**config.mk**
```make
export PLATFORM = sky130hd
export DESIGN_NAME = mmio_display_ctrl
export DESIGN_NICKNAME = d
export VERILOG_FILES = /design/src/rtl/mmio_display_pkg.sv /design/src/rtl/switch_debounce.sv /design/src/rtl/mmio_display_ctrl.sv
export SDC_FILE = /design/constraint.sdc
export NUM_CORES = 1
export LEC_CHECK = 0
export CORE_ASPECT_RATIO = 1.25
export CORE_MARGIN = 5
export CORE_UTILIZATION = 58
export CTS_BUF_LIST = sky130_fd_sc_hd__clkbuf_2 sky130_fd_sc_hd__clkbuf_4 sky130_fd_sc_hd__clkbuf_8
export CTS_CLUSTER_SIZE = 20
export DETAILED_ROUTE_END_ITERATION = 10
export GPL_TIMING_DRIVEN = 0
export MAX_ROUTING_LAYER = met4
export PLACE_DENSITY = 0.87
export REMOVE_ABC_BUFFERS = 1
export SKIP_LAST_GASP = 1
export SYNTH_ARGS = -nofsm -noshare
export SYNTH_HDL_FRONTEND = slang
export SYNTH_SLANG_ARGS = --single-unit
```
**constraint.sdc**
```tcl
create_clock -name clk -period 7.25 [get_ports clk]
set_input_delay 0.725 -clock clk [delete_from_list [all_inputs] [get_ports clk]]
set_output_delay 0.725 -clock clk [all_outputs]
set_load 0.01 [all_outputs]
```
**src/rtl/mmio_display_pkg.sv**
```systemverilog
// ============================================================================
// Module      : mmio_display_pkg
// Description : Register map, CTRL bit indices and seven-segment decode
//               shared by the MMIO display/switch peripheral.
// Revision    : 1.0 - initial release
// ============================================================================
`default_nettype none

package mmio_display_pkg;

    localparam logic [1:0] OFF_DISPLAY = 2'd0;
    localparam logic [1:0] OFF_CTRL    = 2'd1;
    localparam logic [1:0] OFF_SWITCH  = 2'd2;
    localparam logic [1:0] OFF_STATUS  = 2'd3;

    localparam int CTRL_LZB    = 0;
    localparam int CTRL_EN     = 1;
    localparam int CTRL_SWMODE = 2;
    localparam int CTRL_IRQ_EN = 3;
    localparam int CTRL_BLINK  = 4;

    localparam logic [6:0] SEG_BLANK = 7'h7F;
    localparam logic [6:0] SEG_ZERO  = 7'h40;

    // Active-low {g,f,e,d,c,b,a}; letters A,b,C,d,E,F in mixed case.
    function automatic logic [6:0] hex2seg(input logic [3:0] v);
        logic [6:0] s;
        case (v)
            4'h0: s = 7'h40;
            4'h1: s = 7'h79;
            4'h2: s = 7'h24;
            4'h3: s = 7'h30;
            4'h4: s = 7'h19;
            4'h5: s = 7'h12;
            4'h6: s = 7'h02;
            4'h7: s = 7'h78;
            4'h8: s = 7'h00;
            4'h9: s = 7'h10;
            4'hA: s = 7'h08;
            4'hB: s = 7'h03;
            4'hC: s = 7'h46;
            4'hD: s = 7'h21;
            4'hE: s = 7'h06;
            default: s = 7'h0E;
        endcase
        return s;
    endfunction

endpackage

`default_nettype wire

```
**src/rtl/switch_debounce.sv**
```systemverilog
// ============================================================================
// Module      : switch_debounce
// Description : Two-flop synchroniser plus stability-counter debouncer with
//               accepted-value register and one-cycle change pulse.
// Revision    : 1.0 - initial release
// ============================================================================
`default_nettype none

module switch_debounce #(
    parameter int W            = 8,
    parameter int DEBOUNCE_CYC = 16
) (
    input  logic         clk,
    input  logic         reset,
    input  logic [W-1:0] sw_async_i,
    output logic [W-1:0] stable_o,
    output logic         change_o
);

    localparam int               CNT_W   = $clog2(DEBOUNCE_CYC);
    localparam logic [CNT_W-1:0] CNT_MAX = CNT_W'(DEBOUNCE_CYC - 1);
    localparam logic [CNT_W-1:0] CNT_ONE = CNT_W'(1);

    logic [W-1:0]     sync1_q;
    logic [W-1:0]     sync2_q;
    logic [W-1:0]     cand_q;
    logic [W-1:0]     stable_q;
    logic [CNT_W-1:0] cnt_q;
    logic             w_settled;

    assign w_settled = (sync2_q == cand_q) && (cnt_q == CNT_MAX);
    assign change_o  = w_settled && (cand_q != stable_q);
    assign stable_o  = stable_q;

    always_ff @(posedge clk) begin
        if (reset) begin
            sync1_q  <= '0;
            sync2_q  <= '0;
            cand_q   <= '0;
            stable_q <= '0;
            cnt_q    <= '0;
        end else begin
            sync1_q <= sw_async_i;
            sync2_q <= sync1_q;
            // The cycle that loads a new candidate is its first stable cycle.
            if (sync2_q != cand_q) begin
                cand_q <= sync2_q;
                cnt_q  <= CNT_ONE;
            end else if (cnt_q != CNT_MAX) begin
                cnt_q <= cnt_q + CNT_ONE;
            end
            if (change_o) begin
                stable_q <= cand_q;
            end
        end
    end

endmodule

`default_nettype wire

```
**src/rtl/mmio_display_ctrl.sv**
```systemverilog
// ============================================================================
// Module      : mmio_display_ctrl
// Description : Memory-mapped seven-segment display and debounced switch
//               peripheral. Optional blink support under macro SEG_BLINK_EN.
// Revision    : 1.0 - initial release
// ============================================================================
`default_nettype none

module mmio_display_ctrl
    import mmio_display_pkg::*;
#(
    parameter int                NUM_DIGITS   = 4,
    parameter int                SW_W         = 8,
    parameter int                ADDR_W       = 16,
    parameter logic [ADDR_W-1:0] BASE_ADDR    = 16'hFF00,
    parameter int                DEBOUNCE_CYC = 16
`ifdef SEG_BLINK_EN
    ,
    parameter int                BLINK_DIV    = 2**22
`endif
) (
    input  logic                    clk,
    input  logic                    reset,
    input  logic [ADDR_W-1:0]       bus_addr,
    input  logic [4*NUM_DIGITS-1:0] bus_wdata,
    input  logic                    bus_we,
    input  logic                    bus_re,
    output logic [4*NUM_DIGITS-1:0] bus_rdata,
    output logic                    bus_rvalid,
    input  logic [SW_W-1:0]         switches,
    output logic [7*NUM_DIGITS-1:0] seg,
    output logic                    sw_irq
);

    localparam int DW = 4 * NUM_DIGITS;
`ifdef SEG_BLINK_EN
    localparam int CTRL_W = 5;
`else
    localparam int CTRL_W = 4;
`endif
    localparam logic [CTRL_W-1:0] CTRL_RST = CTRL_W'(2);

    logic [DW-1:0]           display_q;
    logic [CTRL_W-1:0]       ctrl_q;
    logic                    sw_chg_q;
    logic                    irq_q;
    logic [DW-1:0]           rdata_q;
    logic                    rvalid_q;
    logic [7*NUM_DIGITS-1:0] seg_q;
    logic [7*NUM_DIGITS-1:0] seg_d;

    logic [ADDR_W-1:0] w_off;
    logic              w_hit;
    logic [1:0]        w_sel;
    logic              w_wr_disp;
    logic              w_wr_ctrl;
    logic              w_wr_status;
    logic [DW-1:0]     w_rd_val;
    logic [SW_W-1:0]   w_sw_stable;
    logic              w_sw_change;
    logic              w_sw_chg_d;
    logic              w_blink_hide;

    switch_debounce #(
        .W            (SW_W),
        .DEBOUNCE_CYC (DEBOUNCE_CYC)
    ) u_debounce (
        .clk        (clk),
        .reset      (reset),
        .sw_async_i (switches),
        .stable_o   (w_sw_stable),
        .change_o   (w_sw_change)
    );

    // Subtracting the base handles windows that are not 4-word aligned.
    assign w_off       = bus_addr - BASE_ADDR;
    assign w_hit       = (w_off[ADDR_W-1:2] == '0);
    assign w_sel       = w_off[1:0];
    assign w_wr_disp   = bus_we && w_hit && (w_sel == OFF_DISPLAY);
    assign w_wr_ctrl   = bus_we && w_hit && (w_sel == OFF_CTRL);
    assign w_wr_status = bus_we && w_hit && (w_sel == OFF_STATUS);

    // A fresh change outranks a simultaneous write-1-to-clear.
    assign w_sw_chg_d = w_sw_change || (sw_chg_q && !(w_wr_status && bus_wdata[0]));

    always_comb begin
        w_rd_val = '0;
        case (w_sel)
            OFF_DISPLAY: w_rd_val = display_q;
            OFF_CTRL:    w_rd_val = DW'(ctrl_q);
            OFF_SWITCH:  w_rd_val = DW'(w_sw_stable);
            default:     w_rd_val = DW'(sw_chg_q);
        endcase
    end

`ifdef SEG_BLINK_EN
    logic [31:0] blink_cnt_q;
    logic        blink_off_q;

    always_ff @(posedge clk) begin
        if (reset || w_wr_ctrl) begin
            blink_cnt_q <= '0;
            blink_off_q <= 1'b0;
        end else if (blink_cnt_q == 32'(BLINK_DIV - 1)) begin
            blink_cnt_q <= '0;
            blink_off_q <= !blink_off_q;
        end else begin
            blink_cnt_q <= blink_cnt_q + 32'd1;
        end
    end

    assign w_blink_hide = ctrl_q[CTRL_BLINK] && blink_off_q;
`else
    assign w_blink_hide = 1'b0;
`endif

    always_comb begin
        logic [DW-1:0] src;
        logic [3:0]    nib;
        logic          zero_above;
        seg_d      = '0;
        src        = ctrl_q[CTRL_SWMODE] ? DW'(w_sw_stable) : display_q;
        nib        = '0;
        zero_above = 1'b1;
        // Walk from the most significant digit so zero_above tracks leading zeros.
        for (int i = NUM_DIGITS - 1; i >= 0; i--) begin
            nib        = src[4*i +: 4];
            zero_above = zero_above && (nib == 4'h0);
            if (!ctrl_q[CTRL_EN] || w_blink_hide) begin
                seg_d[7*i +: 7] = SEG_BLANK;
            end else if (ctrl_q[CTRL_LZB] && zero_above && (i != 0)) begin
                seg_d[7*i +: 7] = SEG_BLANK;
            end else begin
                seg_d[7*i +: 7] = hex2seg(nib);
            end
        end
    end

    always_ff @(posedge clk) begin
        if (reset) begin
            display_q <= '0;
            ctrl_q    <= CTRL_RST;
            sw_chg_q  <= 1'b0;
            irq_q     <= 1'b0;
            rdata_q   <= '0;
            rvalid_q  <= 1'b0;
            seg_q     <= {NUM_DIGITS{SEG_ZERO}};
        end else begin
            if (w_wr_disp) begin
                display_q <= bus_wdata;
            end
            if (w_wr_ctrl) begin
                ctrl_q <= CTRL_W'(bus_wdata);
            end
            sw_chg_q <= w_sw_chg_d;
            irq_q    <= sw_chg_q && ctrl_q[CTRL_IRQ_EN];
            rvalid_q <= bus_re && w_hit;
            rdata_q  <= (bus_re && w_hit) ? w_rd_val : '0;
            seg_q    <= seg_d;
        end
    end

    assign bus_rdata  = rdata_q;
    assign bus_rvalid = rvalid_q;
    assign seg        = seg_q;
    assign sw_irq     = irq_q;

endmodule

`default_nettype wire
```
==> impl_metrics.py, run 1 <==
metrics = {
    "route": {
        "drt-initial-drc-count": 467,
        "ant_nets": 0,
        "routed_wl_um": 11700,
        "wl_per_cell_um": 17.1,
        "route.vias.total": 4110,
        "drc_errors": 0,
        "avgViaCountPerCell": 6.02,
        "dr.pass1.iters": 5,
    },
    "clock_tree": {
        "cts_tree": "built",
        "cts_root_buf": "clkbuf_8",
        "hold_buffers": 0,
        "cts.path.max_buffers": 2,
        "cts.sinks": 103,
        "clk_latency_ns": 0.36,
        "ctsResizeCount": 0,
        "cts-buffers-inserted": 9,
        "clk_pin_slew_ns": 0.08,
        "postCtsSetupBuffers": 0,
        "htree_levels": 3,
    },
    "hold_path": {
        "hold_class": "reg2reg",
        "min_from": "u_debounce.sync1_q[4]",
    },
    "timing": {
        "period_needed_ns": 3.08,
        "finalSetupTns_ns": 0,
        "maxSlewViolCount": 0,
        "tightest_slew_ns": 1.28,
        "hold_viol": 0,
        "setup_ws_ns": 4.17,
        "clock_skew_ns": 0.00756,
        "rsz0062_at_grt": "no",
        "fin_crit_sh": 0.424,
        "fmax_ghz": 0.325,
        "max_slew_margin": 0.125,
        "setup_viol": 0,
    },
    "grt": {
        "grt_max_degree": 37,
        "overflow": 0,
        "grt_pass1_vias": 4056,
        "grt_busiest_layer": "met2",
        "grt.met1_usage": 0.255,
        "grt_usage": 0.237,
        "grt_pass1_wl_um": 19200,
        "grtUsageMet3": 0.0349,
        "antenna_found_initial": 0,
        "gr-usage-met2": 0.416,
    },
    "final_layout": {
        "area_growth_pct": 22.7,
        "seq_area_um2": 2060,
        "fillCellCount": 611,
        "n_antenna_cell": 0,
        "multi_input_area_um2": 2530,
        "nNetsFinal": 651,
        "drive_above_1_share": 0.0495,
    },
    "logic_synthesis": {
        "synthXorXnorAreaFrac": 0.0308,
        "synthSimpleGateAreaFrac": 0.178,
        "synth_edf_count": 0,
        "synth.yosys.seq_area_share": 0.427,
        "synth_fa_ha_area_frac": 0.0647,
        "synthDistinctLibCells": 54,
        "synth-seq-cells": 103,
        "netlist_instances": 518,
        "ys.flop_type": "dfxtp_1",
        "synth_area_per_cell_um2": 9.33,
        "ys.warnings.count": 0,
        "synthArstFlopShare": 0,
        "synth_compound_area_frac": 0.151,
        "syn_area_um2": 4830,
        "synth_top_family_by_area": "simple AND/OR/NAND/NOR gates",
        "synthMuxAreaShare": 0.0976,
    },
    "critical_path": {
        "r2r_setup_slack_ns": 4.17,
        "crit_start": "ctrl_q[2]",
        "cp_num_buf_inv": 2,
        "cp-start-kind": "flop",
        "cp-end-kind": "flop",
        "cp_max_fo": 34,
        "critPathMostFrequentCell": "inv_1",
        "r2r_start": "ctrl_q[2]",
        "critPathKind": "reg2reg",
        "critPathSlowestCell": "dfxtp_1",
        "worstPathRequired_ns": 7.46,
        "critPathTopFamily": "flip-flops",
        "crit_path_cell_trace": "mux2i_1, inv_1, ha_1, mux4_2, inv_1, a21oi_1",
        "crit_arrival_ns": 3.29,
        "critical_path.max_stage_delay_ns": 1.20,
    },
    "outcome": {
        "status": "completed",
    },
    "pwr": {
        "irDropWorstVdd_v": 0.000116,
        "power.density_nw_per_um2": 172,
        "p_leak_nw": 2.29,
    },
    "placed_design": {
        "portBuffers": 89,
        "place_ws_ns": 4.08,
        "gp_congestion": 0.924,
        "dp_hpwl_um": 8250,
    },
    "die": {
        "io_pins": 90,
        "dieArea_um2": 10300,
        "dieHeight_um": 112,
        "start_util": 0.590,
        "die_x_um": 91.7,
        "rows": 37,
        "core_area_um2": 8190,
    },
    "job": {
        "drv_cap": 0,
    },
}
worst paths after layout:
path,end,cells after the start
setup / recovery,seg[10],6
hold / removal,u_debounce.sync2_q[4],1
setup reg to reg,seg[10],6
hold reg to reg,u_debounce.sync2_q[4],1
cells in the final DEF (no fill, tap or decap), types with 19 or more instances in the layout:
master           instances
dfxtp_1                103
clkdlybuf4s50_1         88
a21oi_1                 48
mux2i_1                 37
nor2b_1                 29
ha_1                    25
nand2_1                 24
inv_1                   23
nand4_1                 22
o31ai_1                 19
kinds of logic (layout without fill, tap and decap cells):
kind of cell,count (synthesis),in the layout
AND/OR/NAND/NOR,153,153
AO/OA/AOI/OAI,116,116
flip-flops,103,103
buffers and inverters,61,129
multiplexers,43,43
adder cells (fa/ha/maj),25,25
XOR/XNOR,17,17
layout make-up:
class,instances,area share
Tap cell,97,0.0205
Sequential cell,103,0.348
Inverter,23,0.0146
Timing Repair Buffer,91,0.155
Clock inverter,4,0.0118
Clock buffer,11,0.0245
Multi-Input combinational cell,354,0.426
registers in the layout, indices dropped and copies added, names as in the netlist, 4 cells and up:
name                 cells
bus_rdata               16
ctrl_q                   4
display_q               16
seg                     28
u_debounce.cand_q        8
u_debounce.cnt_q         4
u_debounce.stable_o      8
u_debounce.sync1_q       8
u_debounce.sync2_q       8
power breakdown:
group / total (mW) / switching [mW] / internal (mW)
logic: 0.0625 / 0.0317 / 0.0308
clock network: 0.385 / 0.180 / 0.205
registers: 0.575 / 0.00349 / 0.571
cell usage after synthesis (3+ instances only):
cell / n / share of area
and2_1: 8 / 0.010
nand3_1: 7 / 0.0072
clkbuf_1: 29 / 0.023
nand4_1: 22 / 0.028
a21o_1: 6 / 0.0093
dfxtp_1: 103 / 0.43
nor3_1: 14 / 0.014
mux4_2: 3 / 0.014
ha_1: 25 / 0.065
nor2_1: 18 / 0.014
and3_1: 3 / 0.0039
a21oi_1: 48 / 0.050
o21ai_0: 10 / 0.010
nand2_1: 24 / 0.019
buf_2: 5 / 0.0052
mux2i_1: 37 / 0.077
nor4_1: 3 / 0.0039
nand2b_1: 10 / 0.013
xor2_1: 8 / 0.014
inv_1: 23 / 0.018
mux2_2: 3 / 0.0070
o31ai_1: 19 / 0.030
a31oi_1: 10 / 0.013
o21bai_1: 6 / 0.0093
nor2b_1: 29 / 0.038
xnor2_1: 9 / 0.016
through the flow:
step	utilization	power, mW	std cells	instance area (µm²)	hold slack [ns]
3_3_place_gp	0.693	0.646	666	5680	0.416
5_1_grt	0.724	1.06	683	5930	0.468
2_1_floorplan	-	0.607	480	4670	0.414
6_report	0.724	1.02	683	5930	0.443
4_1_cts	0.724	1.03	683	5930	0.450
3_5_place_dp	0.698	0.649	668	5720	0.428
layer usage:
| layer | part of all wire | vias to the layer above |
|---|---|---|
| met4 | 0.036 | 0 |
| met5 | 0 | - |
| met2 | 0.51 | 181 |
| li1 | - | 1964 |
| met3 | 0.061 | 32 |
| met1 | 0.39 | 1933 |
worst reg2reg max path, delay by kind of cell (launching register included):
family / cells / cell delay [ns]
compound gates: 1 / 0.06
fa+ha+maj: 1 / 0.29
buf+inv: 2 / 0.23
flops: 1 / 1.20
mux: 2 / 1.16
No activity file was read; power rests on OpenSTA's default activity.
==> run 2, diff against run 1 <==
--- a/config.mk
+++ b/config.mk
@@ -7,13 +7,13 @@
 export LEC_CHECK = 0
 export CORE_ASPECT_RATIO = 1.25
 export CORE_MARGIN = 5
-export CORE_UTILIZATION = 58
+export CORE_UTILIZATION = 54
 export CTS_BUF_LIST = sky130_fd_sc_hd__clkbuf_2 sky130_fd_sc_hd__clkbuf_4 sky130_fd_sc_hd__clkbuf_8
 export CTS_CLUSTER_SIZE = 20
 export DETAILED_ROUTE_END_ITERATION = 10
 export GPL_TIMING_DRIVEN = 0
 export MAX_ROUTING_LAYER = met4
-export PLACE_DENSITY = 0.87
+export PLACE_DENSITY = 0.82
 export REMOVE_ABC_BUFFERS = 1
 export SKIP_LAST_GASP = 1
 export SYNTH_ARGS = -nofsm -noshare
==> constraint.sdc (replaced) <==
create_clock -name clk -period 3.06 [get_ports clk]
set_input_delay 0.306 -clock clk [delete_from_list [all_inputs] [get_ports clk]]
set_output_delay 0.306 -clock clk [all_outputs]
set_load 0.01 [all_outputs]
==> run 2 against run 1 <==
  * Critical path depth is the same
  * Sequential power up 140%
  * Power grew 130%
  * Combinational power is 130% higher
  * Non-clock buffer count did not move
  * Die area increased by 6.7%
  * Via count decreased by 0.95%
  * Clock skew is 0.0027 ns higher
  * Global-route usage down 1.4 points
  * First-iteration DRC count is 14% lower
  * Clock power is 110% higher
  * Largest cell class unchanged
==> impl_metrics.py, run 2 (synthesis results as in run 1) <==
metrics = {
    "clock_tree": {
        "cts-buffers-inserted": 9,
        "cts.path.max_buffers": 2,
        "hold_buffers": 0,
        "htree_levels": 3,
        "cts_root_buf": "clkbuf_8",
        "postCtsSetupBuffers": 0,
        "cts_tree": "built",
        "cts.sinks": 103,
        "clk_latency_ns": 0.37,
        "clk_pin_slew_ns": 0.09,
    },
    "route": {
        "drt-initial-drc-count": 400,
        "routed_wl_um": 11400,
        "drc_errors": 0,
        "ant_nets": 0,
        "dr.pass1.iters": 6,
        "route.vias.total": 4071,
        "wl_per_cell_um": 16.2,
        "avgViaCountPerCell": 5.76,
    },
    "grt": {
        "grt.met1_usage": 0.257,
        "gr-usage-met2": 0.378,
        "grt_pass1_vias": 3976,
        "antenna_found_initial": 0,
        "grt_pass1_wl_um": 18900,
        "grt_usage": 0.223,
        "grt_busiest_layer": "met2",
        "grtUsageMet3": 0.0416,
        "overflow": 0,
        "grt_max_degree": 56,
    },
    "final_layout": {
        "final_cell_mix": "dfxtp_1, clkdlybuf4s50_1, a21oi_1",
        "final_common_cell": "dfxtp_1",
        "n_antenna_cell": 0,
        "multi_input_area_um2": 2530,
        "area_growth_pct": 22.8,
        "seq_area_um2": 2060,
        "nNetsFinal": 651,
        "largest_register_ffs": 28,
        "drive_above_1_share": 0.0528,
        "fillCellCount": 711,
    },
    "critical_path": {
        "cp_num_buf_inv": 2,
        "crit_cells": 6,
        "r2r_setup_slack_ns": 0.44,
        "critPathKind": "in2reg",
        "cp_max_fo": 13,
        "crit_path_cell_trace": "clkdlybuf4s50_1, or4_4, nor4_4, buf_6, nand3_1, nor3_1",
        "critical_path.max_stage_delay_ns": 0.63,
        "r2r-end": "seg[13]",
        "cp-end-kind": "flop",
        "endpoint": "bus_rdata[4]",
        "crit_start": "bus_addr[3]",
        "reg2reg_depth": 6,
        "cp-start-kind": "input port",
        "crit_arrival_ns": 2.98,
        "critPathTopFamily": "simple AND/OR/NAND/NOR gates",
        "critPathSlowestCell": "nor4_4",
        "r2r_start": "ctrl_q[2]",
        "worstPathRequired_ns": 3.31,
    },
    "placed_design": {
        "dp_hpwl_um": 8200,
        "portBuffers": 89,
        "place_ws_ns": -0.0352,
        "gp_congestion": 0.971,
    },
    "timing": {
        "setup_ws_ns": 0.332,
        "fmax_ghz": 0.367,
        "clock_skew_ns": 0.0102,
        "setup_viol": 0,
        "tightest_slew_ns": 1.19,
        "fin_crit_sh": 0.891,
        "maxSlewViolCount": 0,
        "rsz0062_at_grt": "no",
        "period_needed_ns": 2.73,
        "hold_viol": 0,
        "max_slew_margin": 0.187,
    },
    "die": {
        "dieArea_um2": 11000,
        "die_x_um": 94.6,
        "core_area_um2": 8700,
        "io_pins": 90,
        "dieHeight_um": 116,
        "start_util": 0.556,
        "rows": 38,
    },
    "job": {
        "drv_cap": 0,
    },
    "pwr": {
        "power.density_nw_per_um2": 390,
        "p_leak_nw": 2.27,
        "irDropWorstVdd_v": 0.000361,
        "power.total_mw": 2.32,
    },
    "hold_path": {
        "hold_class": "in2reg",
        "min_from": "reset",
    },
    "outcome": {
        "status": "completed",
    },
}
[run 2: cell types whose count changed in the layout (fill, tap and decap cells not counted)]
| cell | before | now |
|---|---|---|
| clkinvlp_4 | 0 | 1 |
| clkbuf_8 | 10 | 11 |
| dfxtp_1 | 103 | 102 |
| clkinv_2 | 2 | 1 |
| bufinv_16 | 2 | 0 |
| clkinv_4 | 0 | 2 |
| dfxtp_2 | 0 | 1 |
[run 2: worst reg2reg max path: stages, from the launching register on]
cell	delay, ns
dfxtp_2	0.79
mux2i_1	0.63
inv_1	0.15
ha_1	0.26
and2_1	0.17
a21o_1	0.17
a221o_1	0.35
[run 2: cell type report]
class | instances | area share
sequential | 103 | 0.348
tap | 120 | 0.0253
inverter | 23 | 0.0145
clock buffer | 12 | 0.0268
clock inverter | 4 | 0.00506
timing repair buffer | 91 | 0.155
multi-input combinational | 354 | 0.426
[run 2: repair_timing]
item,in CTS,in global routing
setup endpoints to repair,0,10
endpoints found under the hold margin,0,0
gates resized for setup,0,1
[run 2: where the power goes]
group	switching, mW	internal [mW]
Combinational	0.0724	0.0730
Sequential	0.00852	1.35
Clock	0.458	0.351
[run 2: how the worst min path moves through the flow]
| stage | endpoint | slack, ns | depth (start not counted) |
|---|---|---|---|
| floorplan | ctrl_q[0] | 0.38 | 1 |
| global placement | u_debounce.sync2_q[7] | 0.42 | 1 |
| detailed placement | u_debounce.sync2_q[3] | 0.43 | 1 |
| CTS | seg[15] | 0.31 | 2 |
| global route | seg[14] | 0.33 | 2 |
| finish | seg[15] | 0.32 | 2 |
[run 2: per-stage QoR]
step / hold WS [ns] / TNS (ns) / cells / utilization / cell area (µm²)
6_report: 0.323 / 0 / 707 / 0.682 / 5940
5_1_grt: 0.332 / 0 / 707 / 0.682 / 5940
4_1_cts: 0.313 / 0 / 707 / 0.682 / 5930
3_5_place_dp: 0.428 / -0.0352 / 691 / 0.660 / 5750
3_3_place_gp: 0.417 / -41.51 / 689 / 0.656 / 5710
2_1_floorplan: 0.375 / 0 / 480 / - / 4670
[run 2: per-layer routing]
metal	vias up	share of wire	wire, µm
met3	32	0.066	756
li1	1957	-	-
met2	181	0.50	5700
met4	0	0.037	427
met5	-	0	0
met1	1901	0.40	4550
